$ cat src/rtl/ias_dp_ctrl.sv
// ias_dp_ctrl: command sequencer for the IAS increment/accumulate datapath and its scan register; define IAS_CTRL_ABORT_EN to add a RUN abort input
module ias_dp_ctrl #(
  parameter int WIDTH = 32,
  parameter int CNT_W = 16
) (
  input  logic             clk,
  input  logic             reset,
  input  logic             cmd_valid,
  output logic             cmd_ready,
  input  logic [1:0]       cmd_op,
  input  logic [WIDTH-1:0] cmd_data,
  output logic             rsp_valid,
  input  logic             rsp_ready,
  output logic [WIDTH-1:0] rsp_data,
  output logic             busy,
  output logic [WIDTH-1:0] dp_data_in,
  output logic             dp_reg_en,
  output logic             dp_reg_sel,
  output logic             dp_sen,
  output logic             dp_scan_ce,
  output logic             dp_sin,
  input  logic             dp_sout
`ifdef IAS_CTRL_ABORT_EN
  ,
  input  logic             abort
`endif
);
  localparam int SW = $clog2(WIDTH + 1);
  typedef enum logic [2:0] {IDLE, LOAD, RUN, SHIFT, RESP} state_t;
  state_t state, state_nx;
  logic [CNT_W-1:0] rcnt;
  logic [SW-1:0] scnt;
  logic [WIDTH-1:0] wbuf, cap;
  logic swap, acc, run_stop;
  assign acc = cmd_valid & cmd_ready;
`ifdef IAS_CTRL_ABORT_EN
  assign run_stop = abort;
`else
  assign run_stop = 1'b0;
`endif
  always_comb begin
    state_nx = state;
    case (state)
      IDLE: if (acc) state_nx = cmd_op == 2'd0 ? LOAD :
                                cmd_op == 2'd1 ? (cmd_data[CNT_W-1:0] == '0 ? IDLE : RUN) : SHIFT;
      LOAD: state_nx = IDLE;
      RUN: if (run_stop || rcnt == CNT_W'(1)) state_nx = IDLE;
      SHIFT: if (scnt == SW'(1)) state_nx = RESP;
      RESP: if (rsp_ready) state_nx = IDLE;
      default: state_nx = IDLE;
    endcase
  end
  always_ff @(posedge clk) begin
    if (reset) begin
      state <= IDLE;
      rcnt <= '0;
      scnt <= '0;
      swap <= 1'b0;
      wbuf <= '0;
      cap <= '0;
      dp_data_in <= '0;
    end else begin
      state <= state_nx;
      if (acc) begin
        rcnt <= cmd_data[CNT_W-1:0];
        scnt <= SW'(WIDTH);
        swap <= cmd_op == 2'd3;
        wbuf <= cmd_data;
        if (cmd_op == 2'd0) dp_data_in <= cmd_data;
      end else if (state == RUN) begin
        rcnt <= rcnt - 1'b1;
      end else if (state == SHIFT) begin
        scnt <= scnt - 1'b1;
        cap <= {cap[WIDTH-2:0], dp_sout};
        wbuf <= {wbuf[WIDTH-2:0], 1'b0};
      end
    end
  end
  assign cmd_ready = state == IDLE;
  assign busy = state != IDLE;
  assign dp_reg_en = state == LOAD || state == RUN;
  assign dp_reg_sel = state == LOAD;
  assign dp_sen = state == SHIFT;
  assign dp_scan_ce = state == SHIFT;
  assign dp_sin = dp_sen & (swap ? wbuf[WIDTH-1] : dp_sout);
  assign rsp_valid = state == RESP;
  assign rsp_data = cap;
endmodule
$ cat config.mk
export PLATFORM = sky130hd
export DESIGN_NAME = ias_dp_ctrl
export DESIGN_NICKNAME = d
export VERILOG_FILES = /design/src/rtl/ias_dp_ctrl.sv
export SDC_FILE = /design/constraint.sdc
export NUM_CORES = 1
export LEC_CHECK = 0
export ABC_AREA = 1
export BUFFER_PORTS_ARGS = -buffer_cell sky130_fd_sc_hd__buf_2
export CELL_PAD_IN_SITES_DETAIL_PLACEMENT = 1
export CELL_PAD_IN_SITES_GLOBAL_PLACEMENT = 1
export CORE_ASPECT_RATIO = 0.75
export CORE_MARGIN = 2
export CORE_UTILIZATION = 42
export CTS_CLUSTER_DIAMETER = 40
export DETAILED_ROUTE_END_ITERATION = 10
export PLACE_DENSITY = 0.93
export SLEW_MARGIN = 0
export SYNTH_ARGS = -nofsm -noshare
export SYNTH_HDL_FRONTEND = slang
export SYNTH_SLANG_ARGS = --single-unit
$ cat constraint.sdc
create_clock -name clk -period 3.9 [get_ports clk]
set_input_delay 0 -clock clk [delete_from_list [all_inputs] [get_ports clk]]
set_output_delay 0 -clock clk [all_outputs]
set_load 0.1 [all_outputs]
==> summary.txt <==
outcome = completed
worst vdd ir = 0.4498 mV
antenna diode count = 0
Final nets = 894
final setup TNS = 0 ns
WS Path Type = flop to flop
Worst Setup Slack post-DPL = 1.410 ns
total of flip-flops plus latches after synthesis = 122
first-pass GRT wire length = 30290 um
drt pass-1 iters = 5
top cells by count, synth = nor2_1 (170), nand2_1 (164), dfxtp_1 (122)
Slew @ Worst Pin = 0.9633 ns
post-synthesis cell count = 723
Finished Core Util = 55.73%
clock latency on the worst-skew pair = 0.42 ns
Pwr Density = 912.1 nW/um^2
IO Port Bufs = 110
combinational share of power = 43.3%
DR vias/cell = 5.372
die height = 100.4 um
Synth Flop Type = dfxtp_1
P_int = 3.227 mW
io pins = 111
DRC violations left = 0
Yosys top cell area share = 46.92%
CTS tree = yes
die area = 13310 sq um
Post-synth EDFFs = 0
Switching Share = 47.86%
setup repair after global routing missed its margin = false
Syn-to-layout area delta = 30.36%
PostCTS Resize Cnt = 0
CP endpoint kind = flop
Clk pwr share = 27.9%
Mapped Avg Cell Area = 7.199 sq um
max-slew violations = 0
synthesized area = 5205 sq um
Synth area leader = dfxtp_1
crit share post-route = 70.62%
largest net degree at the start of global routing = 67
clk buf depth = 2
YS warnings = 0
Critical Path RT = 4.22 ns
cts bufs inserted = 17
part of the power in registers = 28.8%
final hold violations = 0
register area share after synthesis = 46.92%
vias in the first global route = 5745
final setup margin = 1.146 ns
post-DP HPWL = 10460 um
# rows = 35
most frequent cell after synthesis = nor2_1
syn_nets = 766
Placeable Area = 12170 sq um
number of DRC markers in iteration 0 = 334
final setup vio count = 0
Worst Skew = 0.01026 ns
antenna violations before repair = 1
Sw Pwr = 2.962 mW
ANT nets after route = 0
Initial Utilization = 42.75%
GPL Wtd Cong = 0.7893
GRT Overall Usage = 29.29%
Static Leakage = 3.205 nW
Post-CTS Setup Inserts = 0
ys async rst share = 0%
HP Class = input port to flop
Sink Count = 122
max cap viols = 0
CP Max Fanout = 48
layout cell share with drive strength beyond 1 = 19.33%
top cells by area, synth = dfxtp_1 (47%), nor2_1 (12%), nand2_1 (12%)
Netlist cell types = 27
Wirelength per Cell = 18.50 um
CTS root buffer = clkbuf_16
Period minus WS final = 2.754 ns
crit start category = flop
Die W = 132.5 um
H-tree Lvls = 4
Post-Route WL = 19060 um
vias = 5533
achievable frequency = 363.1 MHz
Slew HR = 35.78%
clock slew at reported path FFs = 0.07 ns
CP Data Arrival Time = 3.07 ns
grt ovf = 0
## what timing repair did
action | in CTS | in global routing
hold endpoints to repair | 73 | 0
hold buffers | 36 | 0
endpoints found under the setup margin | 0 | 0
## path summary, 6_finish.rpt
check | cells after the start | endpoint | slack [ns] | from
max | 7 | wbuf[27]$_SDFFE_PP0P_ | 1.15 | state[2]$_SDFFE_PP0P_
min | 2 | rcnt[11]$_SDFFE_PP0P_ | 0.14 | reset
max reg2reg | 7 | wbuf[27]$_SDFFE_PP0P_ | 1.15 | state[2]$_SDFFE_PP0P_
min reg2reg | 2 | wbuf[11]$_SDFFE_PP0P_ | 0.49 | wbuf[11]$_SDFFE_PP0P_
## cells in the final DEF (no fill, tap or decap), types with 2 or more instances in the layout
cell,n
a211oi_2,8
a21oi_1,18
a31oi_1,33
buf_2,110
buf_4,2
bufinv_16,4
clkbuf_16,17
clkinv_2,2
clkinv_4,3
clkinvlp_4,4
dfxtp_1,122
dlygate4sd3_1,36
ha_1,4
inv_1,34
inv_2,5
nand2_1,164
nand2_2,2
nand3_1,9
nand3b_1,6
nand4_1,5
nor2_1,170
nor2_2,3
nor3_1,2
o211ai_1,4
o21ai_0,75
o21ai_1,7
xor2_1,7
## cells by family after synthesis
kind of cell | count (synthesis) | share of synthesized area [%]
XOR/XNOR | 8 | 1.346
buffers and inverters | 79 | 6.635
adder cells (fa/ha/maj) | 4 | 0.9616
AO/OA/AOI/OAI | 145 | 16.08
flip-flops | 122 | 46.92
AND/OR/NAND/NOR | 365 | 28.05
## worst max-delay path, cell delays in order (launching register included)
cell,delay [ns]
dfxtp_1,0.33
nor2_2,0.19
nand2_4,0.11
nor2_8,0.43
inv_4,0.23
nand2_2,0.64
o21ai_0,0.32
a31oi_1,0.37
## layout make-up
cell class | instances | area (sq um)
fill | 1563 | 5389
sequential | 122 | 2442
multi-input combinational | 522 | 2422
timing repair buffer | 148 | 925.9
clock buffer | 18 | 439.2
tap | 166 | 207.7
clock inverter | 14 | 195.2
inverter | 40 | 152.6
## power by group through the flow
stage / clock network (mW) / registers [mW] / logic, mW
after global placement: 0 / 1.75 / 2.43
final: 1.72 / 1.78 / 2.68
after CTS: 1.70 / 1.75 / 2.61
after detailed placement: 0 / 1.76 / 2.51
after floorplan: 0 / 2.24 / 1.56
after global routing: 1.80 / 1.80 / 2.89
## registers in the layout, indices dropped and copies added, names as in the netlist
| name | count |
|---|---|
| dp_data_in | 32 |
| rcnt | 16 |
| rsp_data | 32 |
| scnt | 6 |
| state | 3 |
| swap | 1 |
| wbuf | 32 |
## metrics by stage
stage	instances	hold slack (ns)	total power, mW	area, sq um
final	1030	0.1353	6.189	6785
after global routing	1030	0.1544	6.494	6785
after CTS	1030	0.1201	6.068	6785
after detailed placement	962	0.2740	4.273	5791
after floorplan	723	0.07299	3.805	5205
after global placement	962	0.2423	4.187	5791
## metal layers
| layer | vias up | GRT usage [%] | share of wire (%) |
|---|---|---|---|
| li1 | 2600 | - | - |
| met1 | 2633 | 32.17 | 40 |
| met5 | - | 0 | 0.037 |
| met2 | 216 | 50.86 | 48 |
| met4 | 2 | 19.27 | 5.8 |
| met3 | 82 | 7.424 | 5.6 |
(Power assumes the default switching activity.)
